--- src/rtl/decode_pkg.sv ---
// Shared decode definitions: instruction IDs, opcodes and the decoded-record layout.
// The record is sized for the widest datapath (64 bits); narrower builds truncate at the ports.
package decode_pkg;

  localparam int unsigned XlenMax  = 64;
  localparam int unsigned ShamtMax = 6;

  localparam logic [6:0] OpLui     = 7'b0110111;
  localparam logic [6:0] OpAuipc   = 7'b0010111;
  localparam logic [6:0] OpJal     = 7'b1101111;
  localparam logic [6:0] OpJalr    = 7'b1100111;
  localparam logic [6:0] OpBranch  = 7'b1100011;
  localparam logic [6:0] OpLoad    = 7'b0000011;
  localparam logic [6:0] OpStore   = 7'b0100011;
  localparam logic [6:0] OpImm     = 7'b0010011;
  localparam logic [6:0] OpReg     = 7'b0110011;
  localparam logic [6:0] OpMiscMem = 7'b0001111;
  localparam logic [6:0] OpSystem  = 7'b1110011;

  // Base IDs first, M-extension IDs appended after them.
  typedef enum logic [5:0] {
    i_invalid = 6'd0,
    i_lui, i_auipc, i_jal, i_jalr,
    i_beq, i_bne, i_blt, i_bge, i_bltu, i_bgeu,
    i_lb, i_lh, i_lw, i_lbu, i_lhu, i_lwu, i_ld,
    i_sb, i_sh, i_sw, i_sd,
    i_addi, i_slti, i_sltiu, i_xori, i_ori, i_andi, i_slli, i_srli, i_srai,
    i_add, i_sub, i_sll, i_slt, i_sltu, i_xor, i_srl, i_sra, i_or, i_and,
    i_fence, i_ecall, i_ebreak,
    i_csrrw, i_csrrs, i_csrrc, i_csrrwi, i_csrrsi, i_csrrci,
    i_mul, i_mulh, i_mulhsu, i_mulhu, i_div, i_divu, i_rem, i_remu
  } instr_id_e;

  typedef struct packed {
    logic [XlenMax-1:0]  pc;
    instr_id_e           id;
    logic [6:0]          opcode;
    logic [4:0]          rd;
    logic [4:0]          rs1;
    logic [4:0]          rs2;
    logic [2:0]          func3;
    logic [6:0]          func7;
    logic [XlenMax-1:0]  imm;
    logic [ShamtMax-1:0] shamt;
    logic                uses_rs1;
    logic                uses_rs2;
    logic                writes_rd;
    logic                illegal;
  } decoded_t;

endpackage

--- src/rtl/decode_comb.sv ---
// Purely combinational RV32I/RV64I (+ optional M) instruction decoder producing one record.
module decode_comb
  import decode_pkg::*;
#(
  parameter int unsigned XLEN  = 32,
  parameter int unsigned M_EXT = 0
) (
  input  logic [31:0]     instr,
  input  logic [XLEN-1:0] pc,
  output decoded_t        rec
);

  localparam bit Is64 = (XLEN == 64);

  logic [6:0] opcode;
  logic [2:0] func3;
  logic [6:0] func7;
  assign opcode = instr[6:0];
  assign func3  = instr[14:12];
  assign func7  = instr[31:25];

  logic [XlenMax-1:0] imm_i, imm_s, imm_b, imm_u, imm_j;
  assign imm_i = {{52{instr[31]}}, instr[31:20]};
  assign imm_s = {{52{instr[31]}}, instr[31:25], instr[11:7]};
  assign imm_b = {{51{instr[31]}}, instr[31], instr[7], instr[30:25], instr[11:8], 1'b0};
  assign imm_u = {{32{instr[31]}}, instr[31:12], 12'b0};
  assign imm_j = {{43{instr[31]}}, instr[31], instr[19:12], instr[20], instr[30:21], 1'b0};

  // Bits above the shamt field must be zero; instr[30] alone selects srai/srli.
  logic slli_ok, sr_ok;
  assign slli_ok = Is64 ? (instr[31:26] == 6'b0) : (instr[31:25] == 7'b0);
  assign sr_ok   = !instr[31] && (Is64 ? (instr[29:26] == 4'b0) : (instr[29:25] == 5'b0));

  instr_id_e          id;
  logic [XlenMax-1:0] imm;
  logic               fmt_r, fmt_s, fmt_b, no_rs1, sys_trap, illegal;

  // Opcode/func decode to an instruction ID plus format information.
  always_comb begin
    id       = i_invalid;
    imm      = '0;
    fmt_r    = 1'b0;
    fmt_s    = 1'b0;
    fmt_b    = 1'b0;
    no_rs1   = 1'b0;
    sys_trap = 1'b0;
    case (opcode)
      OpLui:   begin id = i_lui;   imm = imm_u; no_rs1 = 1'b1; end
      OpAuipc: begin id = i_auipc; imm = imm_u; no_rs1 = 1'b1; end
      OpJal:   begin id = i_jal;   imm = imm_j; no_rs1 = 1'b1; end
      OpJalr: begin
        imm = imm_i;
        if (func3 == 3'b000) id = i_jalr;
      end
      OpBranch: begin
        imm   = imm_b;
        fmt_b = 1'b1;
        case (func3)
          3'b000:  id = i_beq;
          3'b001:  id = i_bne;
          3'b100:  id = i_blt;
          3'b101:  id = i_bge;
          3'b110:  id = i_bltu;
          3'b111:  id = i_bgeu;
          default: id = i_invalid;
        endcase
      end
      OpLoad: begin
        imm = imm_i;
        case (func3)
          3'b000:  id = i_lb;
          3'b001:  id = i_lh;
          3'b010:  id = i_lw;
          3'b011:  id = Is64 ? i_ld : i_invalid;
          3'b100:  id = i_lbu;
          3'b101:  id = i_lhu;
          3'b110:  id = Is64 ? i_lwu : i_invalid;
          default: id = i_invalid;
        endcase
      end
      OpStore: begin
        imm   = imm_s;
        fmt_s = 1'b1;
        case (func3)
          3'b000:  id = i_sb;
          3'b001:  id = i_sh;
          3'b010:  id = i_sw;
          3'b011:  id = Is64 ? i_sd : i_invalid;
          default: id = i_invalid;
        endcase
      end
      OpImm: begin
        imm = imm_i;
        case (func3)
          3'b000:  id = i_addi;
          3'b010:  id = i_slti;
          3'b011:  id = i_sltiu;
          3'b100:  id = i_xori;
          3'b110:  id = i_ori;
          3'b111:  id = i_andi;
          3'b001:  id = slli_ok ? i_slli : i_invalid;
          default: id = !sr_ok ? i_invalid : (instr[30] ? i_srai : i_srli);
        endcase
      end
      OpReg: begin
        fmt_r = 1'b1;
        case (func7)
          7'b0000000: begin
            case (func3)
              3'b000:  id = i_add;
              3'b001:  id = i_sll;
              3'b010:  id = i_slt;
              3'b011:  id = i_sltu;
              3'b100:  id = i_xor;
              3'b101:  id = i_srl;
              3'b110:  id = i_or;
              default: id = i_and;
            endcase
          end
          7'b0100000: begin
            if (func3 == 3'b000) id = i_sub;
            else if (func3 == 3'b101) id = i_sra;
          end
          7'b0000001: begin
            if (M_EXT != 0) begin
              case (func3)
                3'b000:  id = i_mul;
                3'b001:  id = i_mulh;
                3'b010:  id = i_mulhsu;
                3'b011:  id = i_mulhu;
                3'b100:  id = i_div;
                3'b101:  id = i_divu;
                3'b110:  id = i_rem;
                default: id = i_remu;
              endcase
            end
          end
          default: id = i_invalid;
        endcase
      end
      OpMiscMem: begin
        imm = imm_i;
        if (func3 == 3'b000) id = i_fence;
      end
      OpSystem: begin
        imm = imm_i;
        case (func3)
          3'b000: begin
            sys_trap = 1'b1;
            no_rs1   = 1'b1;
            if (instr == 32'h0000_0073) id = i_ecall;
            else if (instr == 32'h0010_0073) id = i_ebreak;
          end
          3'b001:  id = i_csrrw;
          3'b010:  id = i_csrrs;
          3'b011:  id = i_csrrc;
          3'b101:  begin id = i_csrrwi; no_rs1 = 1'b1; end
          3'b110:  begin id = i_csrrsi; no_rs1 = 1'b1; end
          3'b111:  begin id = i_csrrci; no_rs1 = 1'b1; end
          default: id = i_invalid;
        endcase
      end
      default: id = i_invalid;
    endcase
  end

  // Record assembly; an illegal encoding clears every use flag.
  always_comb begin
    illegal       = (id == i_invalid);
    rec           = '0;
    rec.pc        = XlenMax'(pc);
    rec.id        = id;
    rec.opcode    = opcode;
    rec.rd        = instr[11:7];
    rec.rs1       = instr[19:15];
    rec.rs2       = instr[24:20];
    rec.func3     = func3;
    rec.func7     = func7;
    rec.imm       = imm;
    rec.shamt     = Is64 ? instr[25:20] : {1'b0, instr[24:20]};
    rec.uses_rs1  = !illegal && !no_rs1;
    rec.uses_rs2  = !illegal && (fmt_r || fmt_s || fmt_b);
    rec.writes_rd = !illegal && !(fmt_s || fmt_b || sys_trap) && (instr[11:7] != 5'd0);
    rec.illegal   = illegal;
  end

endmodule

--- src/rtl/decode_stage.sv ---
// Decode stage: combinational decode into a DEPTH-entry FIFO with valid/ready on both sides.
// Optional macro DECODE_STATS_EN adds decoded/illegal pop counters.
module decode_stage
  import decode_pkg::*;
#(
  parameter int unsigned XLEN  = 32,
  parameter int unsigned DEPTH = 2,
  parameter int unsigned M_EXT = 0
) (
  input  logic                     clk,
  input  logic                     rst,
  input  logic                     flush,
  input  logic                     in_valid,
  output logic                     in_ready,
  input  logic [31:0]              in_instr,
  input  logic [XLEN-1:0]          in_pc,
  output logic                     out_valid,
  input  logic                     out_ready,
  output logic [XLEN-1:0]          out_pc,
  output logic [5:0]               out_instr_id,
  output logic [6:0]               out_opcode,
  output logic [4:0]               out_rd,
  output logic [4:0]               out_rs1,
  output logic [4:0]               out_rs2,
  output logic [2:0]               out_func3,
  output logic [6:0]               out_func7,
  output logic [XLEN-1:0]          out_imm,
  output logic [$clog2(XLEN)-1:0]  out_shamt,
  output logic                     out_uses_rs1,
  output logic                     out_uses_rs2,
  output logic                     out_writes_rd,
  output logic                     out_illegal
`ifdef DECODE_STATS_EN
  ,
  output logic [31:0]              out_decoded_cnt,
  output logic [31:0]              out_illegal_cnt
`endif
);

  localparam int unsigned PtrW = $clog2(DEPTH);
  localparam int unsigned CntW = PtrW + 1;
  localparam int unsigned ShW  = $clog2(XLEN);

  decoded_t dec, head;

  decode_comb #(
    .XLEN  (XLEN),
    .M_EXT (M_EXT)
  ) u_decode_comb (
    .instr (in_instr),
    .pc    (in_pc),
    .rec   (dec)
  );

  decoded_t        mem_q [DEPTH];
  logic [PtrW-1:0] wptr_q, wptr_d, rptr_q, rptr_d;
  logic [CntW-1:0] count_q, count_d;
  logic            push, pop;

  assign out_valid = (count_q != '0);
  assign pop       = out_valid && out_ready;
  // out_ready feeds only the ready path, so a full FIFO can still accept while draining.
  assign in_ready  = (count_q != CntW'(DEPTH)) || pop;
  assign push      = in_valid && in_ready && !flush;

  // Pointer/count next state; flush wins over any push or pop this cycle.
  always_comb begin
    wptr_d  = wptr_q;
    rptr_d  = rptr_q;
    count_d = count_q;
    if (flush) begin
      wptr_d  = '0;
      rptr_d  = '0;
      count_d = '0;
    end else begin
      if (push) wptr_d = wptr_q + 1'b1;
      if (pop)  rptr_d = rptr_q + 1'b1;
      case ({push, pop})
        2'b10:   count_d = count_q + 1'b1;
        2'b01:   count_d = count_q - 1'b1;
        default: count_d = count_q;
      endcase
    end
  end

  // FIFO state and storage; reset zeroes every entry so the head reads a clean record.
  always_ff @(posedge clk) begin
    if (rst) begin
      wptr_q  <= '0;
      rptr_q  <= '0;
      count_q <= '0;
      for (int i = 0; i < DEPTH; i++) mem_q[i] <= '0;
    end else begin
      wptr_q  <= wptr_d;
      rptr_q  <= rptr_d;
      count_q <= count_d;
      if (push) mem_q[wptr_q] <= dec;
    end
  end

  assign head          = mem_q[rptr_q];
  assign out_pc        = head.pc[XLEN-1:0];
  assign out_instr_id  = head.id;
  assign out_opcode    = head.opcode;
  assign out_rd        = head.rd;
  assign out_rs1       = head.rs1;
  assign out_rs2       = head.rs2;
  assign out_func3     = head.func3;
  assign out_func7     = head.func7;
  assign out_imm       = head.imm[XLEN-1:0];
  assign out_shamt     = head.shamt[ShW-1:0];
  assign out_uses_rs1  = head.uses_rs1;
  assign out_uses_rs2  = head.uses_rs2;
  assign out_writes_rd = head.writes_rd;
  assign out_illegal   = head.illegal;

  // Upper record bits are dropped in 32-bit builds.
  logic unused_head;
  assign unused_head = ^{head.pc, head.imm, head.shamt};

`ifdef DECODE_STATS_EN
  logic [31:0] decoded_cnt_q, illegal_cnt_q;
  logic        pop_eff;
  assign pop_eff = pop && !flush;

  // Pop counters: cleared only by reset, wrap naturally at 2^32.
  always_ff @(posedge clk) begin
    if (rst) begin
      decoded_cnt_q <= '0;
      illegal_cnt_q <= '0;
    end else if (pop_eff) begin
      decoded_cnt_q <= decoded_cnt_q + 32'd1;
      if (head.illegal) illegal_cnt_q <= illegal_cnt_q + 32'd1;
    end
  end

  assign out_decoded_cnt = decoded_cnt_q;
  assign out_illegal_cnt = illegal_cnt_q;
`else
  // Statistics counters are not built.
`endif

endmodule

--- config.mk ---
export PLATFORM = sky130hd
export DESIGN_NAME = decode_stage
export DESIGN_NICKNAME = d
export VERILOG_FILES = /design/src/rtl/decode_pkg.sv /design/src/rtl/decode_comb.sv /design/src/rtl/decode_stage.sv
export SDC_FILE = /design/constraint.sdc
export NUM_CORES = 1
export LEC_CHECK = 0
export CORE_MARGIN = 1
export CORE_UTILIZATION = 48
export DETAILED_ROUTE_END_ITERATION = 12
export GPL_TIMING_DRIVEN = 1
export PLACE_DENSITY = 0.75
export SLEW_MARGIN = 20
export SYNTH_ARGS = -nofsm -noshare
export SYNTH_HDL_FRONTEND = slang
export SYNTH_SLANG_ARGS = --single-unit
--- constraint.sdc ---
create_clock -name clk -period 7.4 [get_ports clk]
set_input_delay 1.85 -clock clk [delete_from_list [all_inputs] [get_ports clk]]
set_output_delay 1.85 -clock clk [all_outputs]
set_load 0.05 [all_outputs]
==> impl_results.md, run 1 <==
- Status: finished, final reports clean
- # port buffers: 181
- Routed vias: 7014
- CP max FO: 3
- Latest clock arrival within the worst-skew pair: 520 ps
- Proportion of power drawn by flip-flops and latches: 0.486
- Sw frac: 0.262
- Most used DFF post-synth: edfxtp_1
- Area Overhead vs Synth: 25.9%
- Htree depth: 1
- CTS root buffer: clkbuf_16
- Iter 0 DRT Violations: 550
- Post-synth EDFFs: 212
- P_leak: 4.56 nW
- Synthesized area: 10400 um^2
- Fraction of registers with async set/reset: 0
- Combinational fraction of design power: 0.150
- Starting density of the core: 0.492
- NumNets Final: 1027
- Final hold viol count: 0
- Final-report setup violation count: 0
- CP startpoint: out_ready
- GRT met1 Usage: 0.299
- Die width: 149 um
- Reg area: 6470 um^2
- NetSw: 0.000770 W
- Post-synth cell types: 58
- Fill cell instance count of the final layout: 1634
- Longest Clk Path Bufs: 3
- Vias in the first global route: 6808
- M3 GR Usage: 0.0355
- Achievable frequency: 191 MHz
- RSZ-0062 raised after global routing: no
- # hold bufs at CTS: 0
- Max IR drop VDD: 158 uV
- Largest family of logic cells by synthesized area: simple AND/OR/NAND/NOR gates
- Multi-input logic area: 3660 um^2
- Vias per Instance: 5.62
- Setup TNS: 0 ps
- Worst setup EP type: output pin
- # IOs: 182
- Final Critical Period: 5220 ps
- CP arrival: 3370 ps
- Hold WC Path Type: register to register
- TritonCTS buffer count: 24
- Number of routed nets with antenna violations: 0
- Post-Syn Nets: 875
- Cts repair resizes: 0
- Layout cells sized above 1: 0.170
- Grt ovf: 0
- CTS Sinks: 217
- Post-Synth Adder-Cell Area: 0.00121
- PD cells: 225 nW/um^2
- Die ar.: 22200 um^2
- Ys Warns: 0
- Share of the synthesized area in the top cell type: 0.613
- Fin Clk Skew: 18.6 ps
- Place WS: 2170 ps
- Clock Power Share: 0.364
- Crit Path Category: input pin to output pin
- Pins Over Slew Limit: 0
- Worst r2r src: count_q[0]
- Post-Synth Simple-Gate Area: 0.173
- Total track usage: 0.224
- Max transition margin: 0.334
- DRT Wirelength: 24.9 mm
- Top post-synthesis cells by area: edfxtp_1 61%, mux2_2 11%, and2_1 8.3%
- Gpl congestion: 0.946
- Worst slew pin tran: 999 ps
- Complex-gate fraction of the synthesized area: 0.0523
- # Max-Cap Violations: 0
- XOR/XNOR share of the synthesized area: 0.00759
- Syn Inst Count: 805
- Hold path startpoint: count_q[1]
- Yosys top cell by area: edfxtp_1
- DR WL/cell: 19.9 um
- Mux contribution to synthesized area: 0.115
- Initial antenna violation count: 1
- Mapped Avg Cell Area: 12.9 um^2
- First drt pass iteration count: 5
- Row count: 53
- Pin count of the biggest net entering global routing: 72
- Worst-path clk slew: 50 ps
- Core Box Area: 21100 um^2
- Gr busiest metal: met2
- Post-synthesis sequential area ratio: 0.623
- Die Y: 149 um
- First-pass GRT wire length: 37.9 mm
- Type of origin of the critical path: input pin
- Int Pwr: 0.00216 W
- Residual DRC: 0
- Final Core Density: 0.620
- Grt met2 use: 0.368
- CTS tree: done
- Post-CTS setup buffer count: 0
- Worst EP required: 5550 ps
- PnR worst setup slack: 2180 ps
- Half-perimeter wire length after placement: 16.1 mm
- Final period util: 0.706
- Seq cells post-synth: 217
==> path summary, 6_finish.rpt <==
check / cells past startpoint / endpoint / slack (ps)
hold reg to reg: 2 / count_q[1] / 550
hold / removal: 2 / count_q[1] / 550
setup / recovery: 3 / in_ready / 2180
setup reg to reg: 5 / mem_q[1][18] / 4510
==> logic make-up (layout without fill, tap and decap cells) <==
logic type,after synthesis,after routing
xor+xnor,9,9
mux,106,106
flops,217,217
other cells,0,1
fa+ha+maj,1,1
compound gates,87,87
buf+inv,68,235
simple gates,317,317
==> sequential cells by signal, summed over array words and instances, names as in the netlist, named ones only <==
register  count
mem_q       212
count_q       2
rptr_q        1
wptr_q        1
==> Yosys cell counts (6+ instances only) <==
cell type / n
a31oi_1: 8
nand4_1: 6
nor4_1: 7
clkbuf_1: 51
a22oi_1: 6
nand3_1: 7
edfxtp_1: 212
o21ai_0: 9
nor2_1: 81
and2_1: 137
or3_1: 7
nor3_1: 18
mux2_2: 106
nand2_1: 18
a21oi_1: 39
==> metrics by stage <==
stage                     total power [W]  cells  cell area, um^2  hold WS [ps]
after CTS                         0.00295   1247            13100           550
final                             0.00293   1248            13100           548
after global placement            0.00189   1206            12400           530
after floorplan                   0.00173    805            10400           518
after global routing              0.00303   1248            13100           588
after detailed placement          0.00189   1206            12400           537
==> placed cells by master, fill, tap and decap left out, types with 8 or more instances in the layout <==
master,synthesis,routed
and2_1,137,137
mux2_2,106,106
clkdlybuf4s50_1,0,181
a21oi_1,39,39
buf_4,5,8
nor3_1,18,17
a31oi_1,8,8
o21ai_0,9,9
nand2_1,18,18
clkbuf_16,0,24
edfxtp_1,212,212
nor2_1,81,80
==> power groups by stage <==
stage / Sequential [W] / Combinational [W] / Clock, W
detailed placement: 0.00145 / 0.000440 / 0
global route: 0.00143 / 0.000461 / 0.00114
global placement: 0.00145 / 0.000439 / 0
floorplan: 0.00145 / 0.000280 / 0
CTS: 0.00143 / 0.000442 / 0.00108
finish: 0.00143 / 0.000439 / 0.00107
==> routing by layer <==
layer  routed length, um  vias up  share of wire
li1                    -     3248              -
met2               12000      295           0.48
met5                   0        -              0
met3                1880       60          0.076
met1               10100     3411           0.41
met4                 876        0          0.035
==> layout make-up <==
| class | count | share of cell area |
|---|---|---|
| Antenna cell | 1 | 0.000191 |
| Clock buffer | 30 | 0.0477 |
| Clock inverter | 11 | 0.00584 |
| Inverter | 5 | 0.00144 |
| Multi-Input combinational cell | 520 | 0.280 |
| Sequential cell | 217 | 0.495 |
| Tap cell | 275 | 0.0263 |
| Timing Repair Buffer | 189 | 0.143 |
==> worst max-delay path, stage by stage <==
cell,delay [ps]
clkdlybuf4s50_1,410
or3b_1,390
clkdlybuf4s50_1,720
Note: power is estimated with default switching activity, not from simulation.
==> inputs of run 2 (changes only) <==
--- a/config.mk
+++ b/config.mk
@@ -6,10 +6,10 @@
 export NUM_CORES = 1
 export LEC_CHECK = 0
 export CORE_MARGIN = 1
-export CORE_UTILIZATION = 48
+export CORE_UTILIZATION = 53
 export DETAILED_ROUTE_END_ITERATION = 12
 export GPL_TIMING_DRIVEN = 1
-export PLACE_DENSITY = 0.75
+export PLACE_DENSITY = 0.78
 export SLEW_MARGIN = 20
 export SYNTH_ARGS = -nofsm -noshare
 export SYNTH_HDL_FRONTEND = slang
==> constraint.sdc (replaced) <==
create_clock -name clk -period 4.82 [get_ports clk]
set_input_delay 1.205 -clock clk [delete_from_list [all_inputs] [get_ports clk]]
set_output_delay 1.205 -clock clk [all_outputs]
set_load 0.05 [all_outputs]
==> run 2 against run 1 <==
Effect of this change:
- non-clock buffer count is 22 higher
- wire length increased by 6.8%
- combinational power rose by 59%
- sequential share of layout area fell by 1.2 points
- via count rose by 1.3%
- critical path type unchanged
- hold slack worse by 15 ps
- cell count increased by 0.56%
==> impl_results.md, run 2 (synthesis results as in run 1) <==
- CP max FO: 3 (unchanged)
- Cts repair resizes: 0 (unchanged)
- Worst-path clk slew: 60 ps (was 50 ps)
- Latest clock arrival within the worst-skew pair: 520 ps (about the same)
- Initial antenna violation count: 0 (was 1)
- Half-perimeter wire length after placement: 17.7 mm (was 16.1 mm)
- Most flop-heavy register: mem_q (unchanged)
- Die ar.: 20200 um^2 (was 22200 um^2)
- Worst setup EP type: output pin (unchanged)
- Post-CTS setup buffer count: 0 (unchanged)
- Vias per Instance: 5.66 (was 5.62)
- Final period util: 0.818
- Die width: 142 um (was 149 um)
- Final hold viol count: 0 (unchanged)
- Worst slew pin tran: 951 ps (was 999 ps)
- TritonCTS buffer count: 23 (was 24)
- DRT Wirelength: 26.5 mm (was 24.9 mm)
- P_leak: 4.76 nW (was 4.56 nW)
- Antenna diode count: 0 (was 1)
- Htree depth: 1 (unchanged)
- Routed vias: 7102 (was 7014)
- Final-report setup violation count: 0 (unchanged)
- Largest registers: mem_q (212), count_q (2) (unchanged)
- First drt pass iteration count: 5 (unchanged)
- First-pass GRT wire length: 40.5 mm (was 37.9 mm)
- Most common cell after layout, fill and taps aside: edfxtp_1 (unchanged)
- Longest Clk Path Bufs: 3 (unchanged)
- Starting density of the core: 0.548 (was 0.492)
- Commonest non-fill, non-tap cells in the layout: 212 x edfxtp_1, 181 x clkdlybuf4s50_1, 137 x and2_1, 106 x mux2_2, 80 x nor2_1 (unchanged)
- Worst EP required: 3620 ps (was 5550 ps)
- Achievable frequency: 254 MHz
- Status: finished, final reports clean (unchanged)
- Layout cells sized above 1: 0.194 (was 0.170)
- DR WL/cell: 21.1 um (was 19.9 um)
- Pins Over Slew Limit: 0 (unchanged)
- Type of origin of the critical path: input pin (unchanged)
- Non-filler cells in the finished layout: 1255 (was 1248)
- PD cells: 362 nW/um^2 (was 225 nW/um^2)
- NumNets Final: 1048 (was 1027)
- Die Y: 142 um (was 149 um)
- Hold WC Path Type: register to register (unchanged)
- RSZ-0062 raised after global routing: no (unchanged)
- Core Box Area: 19000 um^2 (was 21100 um^2)
- CTS tree: done (unchanged)
- Residual DRC: 0 (unchanged)
- Final Critical Period: 3940 ps
- Placed cell count: 1213 (was 1206)
- # hold bufs at CTS: 0 (unchanged)
- Row count: 50 (was 53)
- Setup TNS: 0 ps (unchanged)
- # Max-Cap Violations: 0 (unchanged)
- Iter 0 DRT Violations: 568 (was 550)
- Pin count of the biggest net entering global routing: 82 (was 72)
- Crit Path Category: input pin to output pin (unchanged)
- CTS Sinks: 217 (unchanged)
- Gpl congestion: 0.957 (was 0.946)
- Max transition margin: 0.364 (was 0.334)
- Vias in the first global route: 7069 (was 6808)
- CTS root buffer: clkbuf_16 (unchanged)
- Total track usage: 0.269 (was 0.224)
- CP arrival: 2740 ps (was 3370 ps)
- # IOs: 182 (unchanged)
- Largest register FFs: 212 (unchanged)
- # port buffers: 181 (unchanged)
- Grt ovf: 0 (unchanged)
- Area Overhead vs Synth: 29.1% (was 25.9%)
- Fin Clk Skew: 5.84 ps (was 18.6 ps)
- Max IR drop VDD: 278 uV (was 158 uV)
- Number of routed nets with antenna violations: 0 (unchanged)
-- run 2: cell type report --
type,count,area (um^2)
Clock buffer,30,632
Timing Repair Buffer,211,2070
Inverter,5,18.8
Tap cell,260,325
Sequential cell,217,6470
Clock inverter,12,224
Fill cell,1332,5550
Multi-Input combinational cell,520,3660
-- run 2: final timing paths --
kind | from | end | slack (ps) | cells past startpoint
worst max-delay path | out_ready | in_ready | 880 | 3
worst min-delay path | rptr_q | register | 530 | 2
worst min register to register | rptr_q | register | 530 | 2
worst max register to register | count_q[0] | mem_q[0][27] | 2530 | 6
-- run 2: routing by layer --
metal  routed length (um)  vias to the layer above  GRT usage  share of wire
met5                    0                        -          0              0
met2                12800                      279      0.444           0.48
met3                 1550                       61     0.0353          0.058
met4                  934                        0     0.0962          0.035
li1                     -                     3286          -              -
met1                11200                     3476      0.367           0.42
-- run 2: report_power, final --
part           switching [W]  leakage (nW)  internal, W  total [W]
registers          0.0000235          2.27      0.00216    0.00219
clock network       0.000717         0.422      0.00125    0.00197
logic               0.000449          2.07     0.000249   0.000698
total                0.00119          4.76      0.00366    0.00485
-- run 2: through the flow --
step | util | hold slack [ps] | total power, W | cell area (um^2) | worst slack (ps)
finish | 0.707 | 533 | 0.00485 | 13400 | 876
global route | 0.707 | 564 | 0.00499 | 13400 | 826
CTS | 0.707 | 537 | 0.00488 | 13400 | 865
detailed placement | 0.662 | 528 | 0.00292 | 12500 | 573
global placement | 0.662 | 520 | 0.00292 | 12500 | 635
floorplan | - | 518 | 0.00266 | 10400 | 654
-- run 2: critical path, cell delays in order --
cell and delay, ps:
clkdlybuf4s50_1 410, or3b_1 400, clkdlybuf4s50_1 730
==> inputs of run 3 (changes only) <==
--- a/config.mk
+++ b/config.mk
@@ -6,10 +6,10 @@
 export NUM_CORES = 1
 export LEC_CHECK = 0
 export CORE_MARGIN = 1
-export CORE_UTILIZATION = 53
+export CORE_UTILIZATION = 48
 export DETAILED_ROUTE_END_ITERATION = 12
 export GPL_TIMING_DRIVEN = 1
-export PLACE_DENSITY = 0.78
+export PLACE_DENSITY = 0.75
 export SLEW_MARGIN = 20
 export SYNTH_ARGS = -nofsm -noshare
 export SYNTH_HDL_FRONTEND = slang
==> constraint.sdc (replaced) <==
create_clock -name clk -period 3.6 [get_ports clk]
set_input_delay 0.9 -clock clk [delete_from_list [all_inputs] [get_ports clk]]
set_output_delay 0.9 -clock clk [all_outputs]
set_load 0.05 [all_outputs]
==> run 3 against run 2 <==
Effect of this change:
- utilization shrank 5.4 points
- worst setup slack lost 620 ps
- clock power grew 16%
- die area grew 10%
- hold slack gained 6.2 ps
==> impl_results.md, run 3 (synthesis results as in run 1) <==
- Hold WC Path Type: register to register (unchanged)
- # Max-Cap Violations: 0 (unchanged)
- Core Box Area: 21100 um^2 (was 19000 um^2)
- Worst EP required: 2700 ps (was 3620 ps)
- Die width: 149 um (was 142 um)
- R2R depth: 5 (was 6)
- Half-perimeter wire length after placement: 18.5 mm (was 17.7 mm)
- DRT Wirelength: 26.4 mm (was 26.5 mm)
- PnR Total Power: 0.00618 W (was 0.00485 W)
- Longest Clk Path Bufs: 3 (unchanged)
- Crit Path Category: input pin to output pin (unchanged)
- Type of origin of the critical path: input pin (unchanged)
- Most flop-heavy register: mem_q (unchanged)
- PD cells: 449 nW/um^2 (was 362 nW/um^2)
- P_leak: 4.98 nW (was 4.76 nW)
- Total track usage: 0.240 (was 0.269)
- CTS Sinks: 217 (unchanged)
- Status: finished, final reports clean (unchanged)
- CP max-delay cell: clkdlybuf4s50_1 (unchanged)
- Starting density of the core: 0.492 (was 0.548)
- Crit path cell chain: clkdlybuf4s50_1 -> or3b_4 -> clkdlybuf4s50_1 (was clkdlybuf4s50_1 -> or3b_1 -> clkdlybuf4s50_1)
- Non-filler cells in the finished layout: 1325 (was 1255)
- Placed cell count: 1282 (was 1213)
- Fill cell instance count of the final layout: 1557 (was 1332)
- TritonCTS buffer count: 24 (was 23)
- RSZ-0062 raised after global routing: no (unchanged)
- Iter 0 DRT Violations: 528 (was 568)
- Row count: 53 (was 50)
- Grt ovf: 0 (unchanged)
- Final-report setup violation count: 0 (unchanged)
- Antenna diode count: 0 (unchanged)
- # port buffers: 181 (unchanged)
- # IOs: 182 (unchanged)
- # hold bufs at CTS: 0 (unchanged)
- Worst setup EP type: output pin (unchanged)
- NumNets Final: 1103 (was 1048)
- Worst path bufs/invs: 2 (unchanged)
- Max stage delay on crit path: 710 ps (was 730 ps)
- CP arrival: 2440 ps (was 2740 ps)
- Worst-path clk slew: 60 ps (about the same)
- Reg2reg setup slack: 1570 ps (was 2530 ps)
- R2r endpoint: mem_q[0][113] (was mem_q[0][27])
- Largest register FFs: 212 (unchanged)
- Commonest non-fill, non-tap cells in the layout: 212 x edfxtp_1, 181 x clkdlybuf4s50_1, 137 x and2_1, 106 x mux2_2, 80 x nor2_1 (unchanged)
- Gpl congestion: 0.920 (was 0.957)
- Vias in the first global route: 7313 (was 7069)
- Hold path startpoint: rptr_q (unchanged)
- Setup TNS: 0 ps (unchanged)
- DR WL/cell: 19.9 um (was 21.1 um)
- CTS root buffer: clkbuf_16 (unchanged)
- Worst path most repeated cell: clkdlybuf4s50_1 (unchanged)
- CTS tree: done (unchanged)
- Residual DRC: 0 (unchanged)
- Final Critical Period: 3340 ps
- Initial antenna violation count: 0 (unchanged)
- CP max FO: 3 (unchanged)
- Final Core Density: 0.653 (was 0.707)
- Latest clock arrival within the worst-skew pair: 520 ps (about the same)
- Pin count of the biggest net entering global routing: 66 (was 82)
- Cts repair resizes: 0 (unchanged)
- Fin Clk Skew: 5.75 ps (was 5.84 ps)
- Pins Over Slew Limit: 0 (unchanged)
- Routed vias: 7265 (was 7102)
- Htree depth: 1 (unchanged)
- First-pass GRT wire length: 40.4 mm (was 40.5 mm)
- Max IR drop VDD: 388 uV (was 278 uV)
- Vias per Instance: 5.48 (was 5.66)
- Reg area: 6470 um^2 (unchanged)
- Post-route design area: 13800 um^2 (was 13400 um^2)
- Final period util: 0.929
- Placement Cell Area: 13000 um^2 (was 12500 um^2)
- Area Overhead vs Synth: 32.6% (was 29.1%)
- Most common cell after layout, fill and taps aside: edfxtp_1 (unchanged)
- Achievable frequency: 299 MHz
- Max transition margin: 0.435 (was 0.364)
- Die Y: 149 um (was 142 um)
- Worst Hold Depth: 2 (unchanged)
- Layout cells sized above 1: 0.234 (was 0.194)
- Die ar.: 22200 um^2 (was 20200 um^2)
- Number of routed nets with antenna violations: 0 (unchanged)
- Largest registers: mem_q (212), count_q (2) (unchanged)
- Post-CTS setup buffer count: 0 (unchanged)
- Final hold viol count: 0 (unchanged)
- Worst r2r src: count_q[1] (was count_q[0])
- First drt pass iteration count: 5 (unchanged)
- Multi-input logic area: 3660 um^2 (about the same)
- CP top delay family: buffers and inverters (unchanged)
- Worst slew pin tran: 844 ps (was 951 ps)
[run 3: changes by cell type in the layout (fill, tap and decap cells not counted), sizes merged]
cell / delta
bufinv: -5
clkbuf: -1
clkinvlp: +1
clkinv: +7
buf: +54
inv: -1
[run 3: final cells by class]
type | count | share of cell area
multi-input cells | 520 | 0.266
well taps | 275 | 0.0250
repair buffers | 265 | 0.185
clock buffers | 29 | 0.0450
inverters | 5 | 0.00136
flip-flops and latches | 217 | 0.470
clock inverters | 14 | 0.00791
[run 3: power by group]
group,switching [W],leakage [nW],total (W),internal [W]
registers,0.0000306,2.27,0.00293,0.00290
clock network,0.000982,0.359,0.00228,0.00130
logic,0.000605,2.36,0.000972,0.000367
total,0.00162,4.98,0.00618,0.00456
[run 3: through the flow]
step / worst slack (ps) / hold WS (ps)
2_1_floorplan: 41.1 / 520
3_3_place_gp: -43.6 / 525
3_5_place_dp: -71.4 / 526
4_1_cts: 227 / 541
5_1_grt: 185 / 590
6_report: 257 / 539
[run 3: metal layers]
layer | vias to the layer above | global-route usage | wire [um]
met5 | - | 0 | 0
met4 | 0 | 0.0832 | 822
met3 | 53 | 0.0370 | 1520
met2 | 252 | 0.410 | 13000
met1 | 3564 | 0.311 | 11000
li1 | 3396 | - | -
[run 3: how the worst max path moves through the flow]
| stage | from | endpoint | cells after the start | slack [ps] |
|---|---|---|---|---|
| floorplan | out_ready | mem_q[0][0] | 4 | 40 |
| global placement | in_instr[28] | mem_q[1][0] | 10 | -40 |
| detailed placement | in_instr[28] | mem_q[1][0] | 10 | -70 |
| CTS | register | out_func7[5] | 3 | 230 |
| global route | register | out_func7[5] | 3 | 190 |
| finish | out_ready | in_ready | 3 | 260 |
[run 3: tightest hold or removal path, delay by kind of cell (launching register included)]
kind / cells / cell delay [ps]
simple gates: 1 / 50
flops: 1 / 320
xor+xnor: 1 / 140
